[src/rtl/tmds_pkg.sv]
// Shared TMDS/HDMI definitions: mode encodings, fixed symbol codes, TERC4 table and popcount.
package tmds_pkg;

    localparam int unsigned SYM_W = 10;
    localparam int unsigned CNT_W = 5;

    typedef enum logic [2:0] {
        MODE_CTRL   = 3'd0,
        MODE_VIDEO  = 3'd1,
        MODE_VID_GB = 3'd2,
        MODE_ISL_GB = 3'd3,
        MODE_ISLAND = 3'd4
    } mode_e;

    // Per-symbol side-band carried down the pipeline next to the pixel data
    typedef struct packed {
        logic [2:0] mode;
        logic [1:0] ctrl;
        logic [3:0] aux;
    } sym_ctl_t;

    localparam logic [SYM_W-1:0] CTRL_CODE_00 = 10'b1101010100;
    localparam logic [SYM_W-1:0] CTRL_CODE_01 = 10'b0010101011;
    localparam logic [SYM_W-1:0] CTRL_CODE_10 = 10'b0101010100;
    localparam logic [SYM_W-1:0] CTRL_CODE_11 = 10'b1010101011;

    localparam logic [SYM_W-1:0] GB_CODE_BR = 10'b1011001100;
    localparam logic [SYM_W-1:0] GB_CODE_G  = 10'b0100110011;

    function automatic logic [SYM_W-1:0] ctrl_code(input logic [1:0] c);
        logic [SYM_W-1:0] s;
        s = CTRL_CODE_00;
        case (c)
            2'b00: s = CTRL_CODE_00;
            2'b01: s = CTRL_CODE_01;
            2'b10: s = CTRL_CODE_10;
            2'b11: s = CTRL_CODE_11;
        endcase
        return s;
    endfunction

    function automatic logic [SYM_W-1:0] terc4(input logic [3:0] a);
        logic [SYM_W-1:0] s;
        s = '0;
        case (a)
            4'h0: s = 10'b1010011100;
            4'h1: s = 10'b1001100011;
            4'h2: s = 10'b1011100100;
            4'h3: s = 10'b1011100010;
            4'h4: s = 10'b0101110001;
            4'h5: s = 10'b0100011110;
            4'h6: s = 10'b0110001110;
            4'h7: s = 10'b0100111100;
            4'h8: s = 10'b1011001100;
            4'h9: s = 10'b0100111001;
            4'hA: s = 10'b0110011100;
            4'hB: s = 10'b1011000110;
            4'hC: s = 10'b1010001110;
            4'hD: s = 10'b1001110001;
            4'hE: s = 10'b0101100011;
            4'hF: s = 10'b1011000011;
        endcase
        return s;
    endfunction

    function automatic logic [3:0] popcount8(input logic [7:0] d);
        logic [3:0] n;
        n = '0;
        for (int i = 0; i < 8; i++) begin
            n = n + 4'(d[i]);
        end
        return n;
    endfunction

endpackage

[src/rtl/tmds_dc_balance.sv]
// DC-balancing stage: turns q_m into a 10b symbol and tracks the 5b running disparity.
module tmds_dc_balance
    import tmds_pkg::*;
(
    input  logic             clk_i,
    input  logic             rst_i,
    input  logic [8:0]       q_m_i,
    input  logic [3:0]       n1_i,
    input  logic [3:0]       n0_i,
    input  logic             video_valid_i,
    output logic [SYM_W-1:0] sym_c,
    output logic [CNT_W-1:0] cnt_o
);

    logic [CNT_W-1:0] cnt_q, cnt_d, diff;
    logic             cnt_pos, cnt_neg, q8;

    // Symbol and disparity update; two's complement wraps naturally in 5 bits
    always_comb begin
        q8      = q_m_i[8];
        diff    = CNT_W'(n1_i) - CNT_W'(n0_i);
        cnt_neg = cnt_q[CNT_W-1];
        cnt_pos = !cnt_q[CNT_W-1] && (cnt_q != '0);
        sym_c   = {1'b0, q8, q_m_i[7:0]};
        cnt_d   = cnt_q;
        if ((cnt_q == '0) || (n1_i == n0_i)) begin
            sym_c = {~q8, q8, q8 ? q_m_i[7:0] : ~q_m_i[7:0]};
            cnt_d = q8 ? (cnt_q + diff) : (cnt_q - diff);
        end else if ((cnt_pos && (n1_i > n0_i)) || (cnt_neg && (n0_i > n1_i))) begin
            sym_c = {1'b1, q8, ~q_m_i[7:0]};
            cnt_d = cnt_q + {3'b000, q8, 1'b0} - diff;
        end else begin
            sym_c = {1'b0, q8, q_m_i[7:0]};
            cnt_d = cnt_q - {3'b000, ~q8, 1'b0} + diff;
        end
        if (!video_valid_i) begin
            cnt_d = '0;
        end
    end

    always_ff @(posedge clk_i or posedge rst_i) begin
        if (rst_i) begin
            cnt_q <= '0;
        end else begin
            cnt_q <= cnt_d;
        end
    end

    assign cnt_o = cnt_q;

endmodule

[src/rtl/tmds_encoder_hdmi.sv]
// HDMI TMDS lane encoder: video, control, guard-band and TERC4 symbols through a fixed 3-stage pipeline.
module tmds_encoder_hdmi
    import tmds_pkg::*;
#(
    parameter int unsigned CHANNEL = 0
) (
    input  logic             vga_clk,
    input  logic             sys_rst,
    input  logic [2:0]       mode,
    input  logic [7:0]       vid_data,
    input  logic [1:0]       ctrl,
    input  logic [3:0]       aux_data,
    output logic [SYM_W-1:0] data_out,
    output logic [CNT_W-1:0] disparity
);

    if (CHANNEL > 2) begin : g_bad_channel
        $error("tmds_encoder_hdmi: CHANNEL must be 0, 1 or 2");
    end

    sym_ctl_t         ctl_s1_q, ctl_s2_q;
    logic [7:0]       d_s1_q;
    logic [3:0]       n1d_s1_q;
    logic [8:0]       qm_d, qm_s2_q;
    logic [3:0]       qm_n1_d, n1_s2_q, n0_s2_q;
    logic             use_xnor;
    logic [SYM_W-1:0] data_d, data_q, vid_sym_c;

    // Transition minimisation on the S1 pixel
    always_comb begin
        use_xnor = (n1d_s1_q > 4'd4) || ((n1d_s1_q == 4'd4) && !d_s1_q[0]);
        qm_d     = '0;
        qm_d[0]  = d_s1_q[0];
        for (int i = 1; i < 8; i++) begin
            qm_d[i] = use_xnor ? ~(qm_d[i-1] ^ d_s1_q[i]) : (qm_d[i-1] ^ d_s1_q[i]);
        end
        qm_d[8] = ~use_xnor;
        qm_n1_d = popcount8(qm_d[7:0]);
    end

    always_ff @(posedge vga_clk or posedge sys_rst) begin
        if (sys_rst) begin
            ctl_s1_q <= '0;
            d_s1_q   <= '0;
            n1d_s1_q <= '0;
            ctl_s2_q <= '0;
            qm_s2_q  <= '0;
            n1_s2_q  <= '0;
            n0_s2_q  <= '0;
            data_q   <= '0;
        end else begin
            ctl_s1_q <= '{mode: mode, ctrl: ctrl, aux: aux_data};
            d_s1_q   <= vid_data;
            n1d_s1_q <= popcount8(vid_data);
            ctl_s2_q <= ctl_s1_q;
            qm_s2_q  <= qm_d;
            n1_s2_q  <= qm_n1_d;
            n0_s2_q  <= 4'd8 - qm_n1_d;
            data_q   <= data_d;
        end
    end

    tmds_dc_balance u_dc_balance (
        .clk_i         (vga_clk),
        .rst_i         (sys_rst),
        .q_m_i         (qm_s2_q),
        .n1_i          (n1_s2_q),
        .n0_i          (n0_s2_q),
        .video_valid_i (ctl_s2_q.mode == MODE_VIDEO),
        .sym_c         (vid_sym_c),
        .cnt_o         (disparity)
    );

    // S3 symbol select; unused mode encodings fall back to control codes
    always_comb begin
        data_d = ctrl_code(ctl_s2_q.ctrl);
        case (ctl_s2_q.mode)
            MODE_VIDEO:  data_d = vid_sym_c;
            MODE_VID_GB: data_d = (CHANNEL == 1) ? GB_CODE_G : GB_CODE_BR;
            MODE_ISL_GB: data_d = (CHANNEL == 0) ? terc4(ctl_s2_q.aux) : GB_CODE_G;
            MODE_ISLAND: data_d = terc4(ctl_s2_q.aux);
            default:     data_d = ctrl_code(ctl_s2_q.ctrl);
        endcase
    end

    assign data_out = data_q;

endmodule

[config.mk]
export PLATFORM = sky130hd
export DESIGN_NAME = tmds_encoder_hdmi
export DESIGN_NICKNAME = d
export VERILOG_FILES = /design/src/rtl/tmds_pkg.sv /design/src/rtl/tmds_dc_balance.sv /design/src/rtl/tmds_encoder_hdmi.sv
export SDC_FILE = /design/constraint.sdc
export NUM_CORES = 1
export LEC_CHECK = 0
export CAP_MARGIN = 20
export CORE_MARGIN = 2
export CORE_UTILIZATION = 35
export CTS_BUF_LIST = sky130_fd_sc_hd__clkbuf_16
export CTS_CLUSTER_DIAMETER = 60
export DETAILED_ROUTE_END_ITERATION = 8
export HOLD_SLACK_MARGIN = 0.15
export PLACE_DENSITY = 0.64
export SLEW_MARGIN = 0
export SYNTH_ARGS = -nofsm -noshare
export SYNTH_HDL_FRONTEND = slang
export SYNTH_HIERARCHICAL = 1
export SYNTH_SLANG_ARGS = --single-unit
[constraint.sdc]
create_clock -name vga_clk -period 5.5 [get_ports vga_clk]
set_clock_uncertainty 0.1 [all_clocks]
set_input_delay 1.1 -clock vga_clk [delete_from_list [all_inputs] [get_ports vga_clk]]
set_output_delay 1.1 -clock vga_clk [all_outputs]
set_load 0.1 [all_outputs]
* Yosys cells after proc, flatten, opt, wreduce, memory -nomap -nowiden *
Memories as Yosys holds them, arrays and structs flattened.
Index checks and enable logic that the tools add are counted.

storage, ports and cells
  word-level logic and storage cells = 94
  memories kept = 2
  register bits = 62
  input bits = 19
  ROM bits = 320

operators by class
  magnitude comparators = 3
  $add $sub $neg = 22
  multiplexer cells = 16
  reductions and logical operators = 12
  equality and inequality tests = 9
  bitwise logic cells = 17

memories
  memory            depth  width  rd ports  clocked after Yosys merged registers in  wr ports  RTL line        source
  (name not given)  16     10     1         0                                        0         tmds_pkg.sv:45  case (a)
  (name not given)  16     10     1         0                                        0         tmds_pkg.sv:45

operators with widths
  kind                                                              number
  10-bit case mux with 4 select lines                               2
  4-bit by 1-bit adder with 4-bit output                            8
  10-bit 2-to-1 mux                                                 2
  5-bit 2-to-1 mux                                                  4
  5-bit adder                                                       2
  5-bit subtractor                                                  2
  1-bit NOT                                                         9
  3-bit by 1-bit adder with 4-bit output                            2
  4-bit > comparator                                                2
  8-bit 2-to-1 mux                                                  1
  8-bit NOT                                                         1
  1-bit 2-to-1 mux                                                  7
  1-bit bitwise XOR                                                 7
  2-bit by 1-bit adder with 3-bit output                            2
  3-bit by 2-bit == test with 1-bit output (second input constant)  2
  5-bit by 2-bit adder with 5-bit output                            1
  5-bit zero test                                                   1
  5-bit nonzero test                                                1
  4-bit by 4-bit subtractor with 5-bit output                       1
  5-bit by 2-bit subtractor with 5-bit output                       1
  1-bit by 1-bit adder with 2-bit output                            2
  2-bit == test (second input constant)                             2
  4-bit by 3-bit == test with 1-bit output (second input constant)  1
  4-bit == test                                                     1
  9 further kinds                                                   15

* Logic depth before layout (Yosys ltp) *
Gate-level depths: netlist of the first run.

  depth in word-level cells = 24
  gate-level depth with buffers = 14

* Modules after synthesis *
The synthesis of the first run kept the hierarchy.

by module, submodules not included
  module             cells each  area an instance (um^2)  times used
  tmds_encoder_hdmi  243         2775.2                   1
  tmds_dc_balance    136         1223.7                   1

* Worst setup path after synthesis of the first run *
Ideal clock, no wire load.

  kind = flip-flop to flip-flop
  from = reg d_s1_q[0]
  to = reg n0_s2_q[3]
  setup time = 0.079 ns
  data required time = 5.321 ns
  buffers on the path = 0
  setup slack = 1.561 ns
  arrival time = 3.760 ns
  stages on the path, launching flop included = 13
  path through = dfrtp_1 > or3b_1 > a21oi_2 > xnor2_1 > fa_1 > fa_1 > fa_1 > ha_1 > inv_1 > fa_1 > inv_1 > nor3_1 > xor2_1

on the way
  longest elaborated chain between the ends = 24

RTL lines
  what                                                                                             RTL line                 source
  from (decl)                                                                                      tmds_encoder_hdmi.sv:22  logic [7:0] d_s1_q;
  from (signal assigned)                                                                           tmds_encoder_hdmi.sv:53  d_s1_q <= vid_data;
  1-bit zero test                                                                                  tmds_encoder_hdmi.sv:31  use_xnor = (n1d_s1_q > 4'd4) || ((n1d_s1_q == 4'd4) && !d_s1_q[0]);
  1-bit logical AND                                                                                tmds_encoder_hdmi.sv:31
  1-bit logical OR                                                                                 tmds_encoder_hdmi.sv:31
  1-bit 2-to-1 mux (*)                                                                             tmds_encoder_hdmi.sv:35  qm_d[i] = use_xnor ? ~(qm_d[i-1] ^ d_s1_q[i]) : (qm_d[i-1] ^ d_s1_q[i]);
  via qm_d[1]                                                                                      tmds_encoder_hdmi.sv:24  logic [8:0] qm_d, qm_s2_q;
  parallel branches: the longest is 18 deep, another holds 3-bit by 1-bit adder with 4-bit output  -
  4-bit by 1-bit adder with 4-bit output (*)                                                       tmds_pkg.sv:70           n = n + 4'(d[i]);
  via qm_n1_d[1]                                                                                   tmds_encoder_hdmi.sv:25  logic [3:0] qm_n1_d, n1_s2_q, n0_s2_q;
  4-bit subtractor (*)                                                                             tmds_encoder_hdmi.sv:58  n0_s2_q <= 4'd8 - qm_n1_d;
  to (signal assigned)                                                                             tmds_encoder_hdmi.sv:58
  to (decl)                                                                                        tmds_encoder_hdmi.sv:25

Mark *: on every way through the listed nets, which the timed path passes.

* Worst setup path in the final report of the first run *
  from = reg d_s1_q[0]
  to = reg n0_s2_q[3]

on the way
  longest elaborated chain between the ends = 24

RTL lines
  what                                                                                             RTL line
  1-bit zero test                                                                                  tmds_encoder_hdmi.sv:31
  1-bit logical AND                                                                                tmds_encoder_hdmi.sv:31
  1-bit logical OR                                                                                 tmds_encoder_hdmi.sv:31
  1-bit 2-to-1 mux                                                                                 tmds_encoder_hdmi.sv:35
  1-bit bitwise XOR                                                                                tmds_encoder_hdmi.sv:35
  1-bit NOT                                                                                        tmds_encoder_hdmi.sv:35
  1-bit 2-to-1 mux                                                                                 tmds_encoder_hdmi.sv:35
  1-bit bitwise XOR                                                                                tmds_encoder_hdmi.sv:35
  1-bit NOT                                                                                        tmds_encoder_hdmi.sv:35
  1-bit 2-to-1 mux (*)                                                                             tmds_encoder_hdmi.sv:35
  via qm_d[3]                                                                                      tmds_encoder_hdmi.sv:24
  parallel branches: the longest is 12 deep, another holds 3-bit by 1-bit adder with 4-bit output  -
  4-bit by 1-bit adder with 4-bit output (*)                                                       tmds_pkg.sv:70
  via qm_n1_d[1]                                                                                   tmds_encoder_hdmi.sv:25
  4-bit subtractor (*)                                                                             tmds_encoder_hdmi.sv:58

Marked as above.

==> results.cfg, run 1 <==
[status]
outcome = complete, no violations

[drt]
ant_nets = 0
drtPass1Iterations = 4
vias_per_cell = 4.94
wl_per_cell_um = 13.4
wirelength_mm = 7.52
drtIter0Drc = 103
drc = 0
dr_total_vias = 2768

[final_layout]
insertedDiodeCount = 0
nNetsFinal = 481
final_common_cell = dfrtp_1
final_area_mm2 = 0.00475
syn2layout_area_growth_pct = 18.8
mostFrequentLayoutCells = 61 x dfrtp_1, 45 x inv_1, 37 x ha_1
post-route-util = 0.422
multi_input_area_mm2 = 0.00223
fill_cells = 1116
ff_latch_area_mm2 = 0.00153
drive_above_1_share = 0.0911

[worst_hold_path]
hp-start = ctl_s1_q[7]
hp-class = reg -> reg
worstHoldEndpoint = ctl_s2_q[7]
hold_depth = 0

[logic_synthesis]
yosysWarnings = 6
syn_inst = 379
synth_edf_count = 0
async_flop_share = 1.00
ys_seq_area_frac = 0.382
yosys_most_used_dff = dfrtp_1
synth_nets = 448
synth_area_mm2 = 0.00400
synth.ff_latch_count = 61
ys_types = 66
postSynthAreaPerCell_um2 = 10.6

[floorplanning]
core_area_mm2 = 0.0113
rows = 39
dieArea_mm2 = 0.0123
dieWidth_um = 111
io_pins = 34
initial_core_util = 0.355
chipHeight_um = 111

[clocking]
cts_setup_buffers = 0
htree_levels = 3
ctsHoldBuffers = 0
cts.sinks = 61
post_cts_resized = 0
cts_tree = done
cts_max_path_buffers = 2
root_buffer = clkbuf_16
clkLatencyLatePin_ps = 330
clk_pin_slew_ps = 50
cts_buffers = 9

[timing]
fmax_mhz = 236
drv_slew = 0
setup_tns_ps = 0
setup_viol = 0
layout_min_cycle_time_ps = 4230
worst_slew_pin_slew_ps = 999
finalHoldViolCount = 0
grt_setup_unrepaired = no
finalCritPeriodShare = 0.770
relSlewSlack = 0.333

[placed_design]
postPlaceCellArea_mm2 = 0.00445
hpwl_mm = 5.78
io_buffer_count = 33
place_congestion = 0.906

[critical_path]
end_kind = register
required_ps = 5650
critPathMaxFanout = 5
cp_cell_sequence = xnor3_2, xnor2_1, xnor2_1, fa_1, fa_1, fa_1, ha_1, inv_1, fa_1, inv_1, nor3_1, xor2_1
reg2reg_to = n0_s2_q[3]
worst_path_max_delay_cell = xnor3_2
crit_type = reg -> reg
reg2reg_depth = 12
cpMostUsedCell = fa_1
critical_path.top_delay_family = adder cells
rrSetupSlack_ps = 1270
start_kind = register
worst-path-buf-inv = 2
crit_path_max_incr_delay_ps = 510
timing.rr.start = d_s1_q[0]
arrival_ps = 4380

[global_routing]
grt_max_degree = 57
antenna_found_initial = 0
grt_pass1_vias = 2701
grt_usage = 0.127
grt.overflow.total = 0
grt_pass1_wl_mm = 12.5

[flow_run]
cap_violations = 0
-- worst reg2reg max path, delay by kind of cell, from the launching register on --
family | cells | cell delay, ps
xor gates and xnor gates | 4 | 1080
and+or+nand+nor | 1 | 250
DFF | 1 | 430
buffers and inverters | 2 | 120
adders and majority gates | 5 | 2170
-- state kept, by name, indices dropped and copies added (netlist names) --
| register | count |
|---|---|
| qm_s2_q | 9 |
| ctl_s1_q | 9 |
| n1d_s1_q | 4 |
| ctl_s2_q | 9 |
| d_s1_q | 8 |
| n0_s2_q | 4 |
| data_out | 10 |
| u_dc_balance/cnt_o | 5 |
| n1_s2_q | 3 |
-- synthesized netlist by cell type, drive strengths merged, types with 7 or more instances --
library cell | n | area (µm²)
a21oi | 20 | 108
and2 | 7 | 46.3
clkbuf | 7 | 26.3
dfrtp | 61 | 1530
fa | 13 | 260
ha | 37 | 463
inv | 47 | 176
nand2 | 15 | 56.3
nor2 | 19 | 71.3
nor3 | 7 | 35.0
o21ai | 13 | 65.1
xnor2 | 25 | 226
xor2 | 12 | 113
-- how the worst max path moves through the flow --
stage	start	endpoint	slack (ps)	cells past startpoint
2_1_floorplan	d_s1_q[0]	n0_s2_q[3]	1560	12
3_3_place_gp	d_s1_q[0]	n0_s2_q[3]	1430	12
3_5_place_dp	d_s1_q[0]	n0_s2_q[3]	1320	12
4_1_cts	d_s1_q[0]	n0_s2_q[3]	1230	12
5_1_grt	d_s1_q[0]	n0_s2_q[3]	1010	12
6_report	d_s1_q[0]	n0_s2_q[3]	1270	12
-- logic make-up after synthesis --
family	synth area share
muxes	0.0131
xor gates and xnor gates	0.109
and+or+nand+nor	0.108
buffers and inverters	0.0598
adders and majority gates	0.181
AOI/OAI and AO/OA	0.148
DFF	0.382
-- metrics by stage --
stage	setup slack [ps]	cells	hold WS, ps
global placement	1430	544	234
CTS	1230	560	249
detailed placement	1320	544	237
floorplan	1560	379	231
global route	1010	560	253
finish	1270	560	246
-- routing by layer --
layer / part of all wire / wire (µm) / global-route usage
met5: 0 / 0 / 0
met2: 0.48 / 3600 / 0.205
met1: 0.46 / 3460 / 0.164
met4: 0.013 / 97 / 0.0367
met3: 0.049 / 365 / 0.0399
-- area by class of cell --
type | instances | share of cell area
flip-flops and latches | 61 | 0.321
inverters | 47 | 0.0371
repair buffers | 34 | 0.0711
well taps | 143 | 0.0377
clock inverters | 7 | 0.0155
clock buffers | 9 | 0.0474
multi-input cells | 259 | 0.470
Power of run 1 is not shown: default switching activity piles up to over one toggle a cycle in this logic, so the estimate is an artifact.
==> run 2: changes to the inputs <==
==> constraint.sdc (replaced) <==
create_clock -name vga_clk -period 3.93 [get_ports vga_clk]
set_clock_uncertainty 0.1 [all_clocks]
set_input_delay 0.786 -clock vga_clk [delete_from_list [all_inputs] [get_ports vga_clk]]
set_output_delay 0.786 -clock vga_clk [all_outputs]
set_load 0.1 [all_outputs]
==> run 2 against run 1 <==
Effect of this change: final cell count up 1.4%; via count down 0.87%; critical endpoint unchanged; non-clock buffer count up 8; sequential share of layout area down 0.78 points; first-iteration DRC count up 14%; global-route usage up 0.11 points; die area unchanged; utilization up 1.1 points; maximum frequency up 7.5%; clock-buffer cell count unchanged; flip-flop and latch count unchanged; cell area up 2.5%; the run now ends with setup timing left.
==> results.cfg, run 2 (synthesis gave the netlist of run 1 again) <==
[timing]
finalHoldViolCount = 0
setup_tns_ps = -5.92
layout_min_cycle_time_ps = 3940
drv_slew = 0
setup_viol = 1
worst_slew_pin_slew_ps = 968
relSlewSlack = 0.353
finalCritPeriodShare = 1.00
final.setup.worst_slack_ps = -5.92
grt_setup_unrepaired = yes
fmax_mhz = 254

[global_routing]
grt.overflow.total = 0
grt_usage = 0.128
grt_pass1_vias = 2732
grt_max_degree = 57
grt_pass1_wl_mm = 12.7
antenna_found_initial = 0

[clocking]
htree_levels = 3
cts.sinks = 61
cts_max_path_buffers = 2
cts_buffers = 9
ctsHoldBuffers = 0
clkLatencyLatePin_ps = 330
root_buffer = clkbuf_16
clk_pin_slew_ps = 50
cts_tree = done

[drt]
drtIter0Drc = 117
drc = 0
ant_nets = 0
wirelength_mm = 7.43
drtPass1Iterations = 4
dr_total_vias = 2744
vias_per_cell = 4.83
wl_per_cell_um = 13.1

[floorplanning]
dieWidth_um = 111
dieArea_mm2 = 0.0123
io_pins = 34
core_area_mm2 = 0.0113
initial_core_util = 0.355
chipHeight_um = 111
rows = 39

[critical_path]
reg2reg_to = n0_s2_q[3]
cp.depth = 12
timing.rr.start = d_s1_q[0]
rrSetupSlack_ps = -6
worst-path-buf-inv = 2
start_kind = register
cp-startpoint = d_s1_q[0]
crit_type = reg -> reg
critPathMaxFanout = 4
arrival_ps = 4080
required_ps = 4080
cp_cell_sequence = or3b_4, a21oi_4, xnor2_2, fa_1, fa_1, fa_1, ha_2, inv_2, fa_1, inv_1, nor3_2, xor2_1
end_kind = register
critical_path.top_delay_family = adder cells
crit_path_max_incr_delay_ps = 570
worst_path_max_delay_cell = fa_1
reg2reg_depth = 12
cpMostUsedCell = fa_1
endpoint = n0_s2_q[3]

[final_layout]
largest_register_ffs = 10
fill_cells = 1068
insertedDiodeCount = 0
ff_latch_area_mm2 = 0.00153
drive_above_1_share = 0.122
multi_input_area_mm2 = 0.00228
nNetsFinal = 489
final_common_cell = dfrtp_1
mostFrequentLayoutCells = 61 x dfrtp_1, 44 x inv_1, 36 x ha_1
syn2layout_area_growth_pct = 21.8

[worst_hold_path]
hp-class = reg -> reg

[status]
violations = setup timing
outcome = finished with violations

[flow_run]
cap_violations = 0

[placed_design]
io_buffer_count = 33
hpwl_mm = 5.70
place_congestion = 0.874
run 2: timing repair:
item,CTS,global route
gates resized for setup,6,2
endpoints found under the setup margin,2,3
setup buffers,1,1
gates cloned,0,0
pin swaps,8,2
run 2: worst min-delay path by stage:
stage | startpoint | end | slack [ps] | cells past startpoint
floorplan | ctl_s1_q[0] | ctl_s2_q[0] | 230 | 0
global placement | ctl_s1_q[7] | ctl_s2_q[7] | 230 | 0
detailed placement | ctl_s1_q[0] | ctl_s2_q[0] | 240 | 0
CTS | ctl_s1_q[0] | ctl_s2_q[0] | 250 | 0
global route | ctl_s1_q[2] | ctl_s2_q[2] | 260 | 0
finish | ctl_s1_q[0] | ctl_s2_q[0] | 240 | 0
run 2: layout make-up:
type | instances | share of cell area
multi-input combinational | 259 | 0.468
sequential | 61 | 0.313
timing repair buffer | 42 | 0.0843
clock buffer | 9 | 0.0462
tap | 143 | 0.0367
inverter | 47 | 0.0362
clock inverter | 7 | 0.0149
run 2: metrics by stage:
step	instance area (µm²)	utilization	hold slack [ps]	worst slack [ps]	std cells
after CTS	4830	0.429	248	-5.46	566
after global placement	4500	0.399	235	-2.84	549
final	4870	0.432	245	-5.92	568
after detailed placement	4500	0.399	236	-92.0	549
after global routing	4870	0.432	261	-182	568
after floorplan	4010	-	231	3.73	379
run 2: layer usage:
metal / GRT usage / vias to the layer above / part of all wire
li1: - / 1385 / -
met1: 0.170 / 1296 / 0.48
met2: 0.207 / 61 / 0.47
met3: 0.0383 / 2 / 0.047
met4: 0.0275 / 0 / 0.0030
met5: 0 / - / 0
Power of run 2 is left out for the same reason.
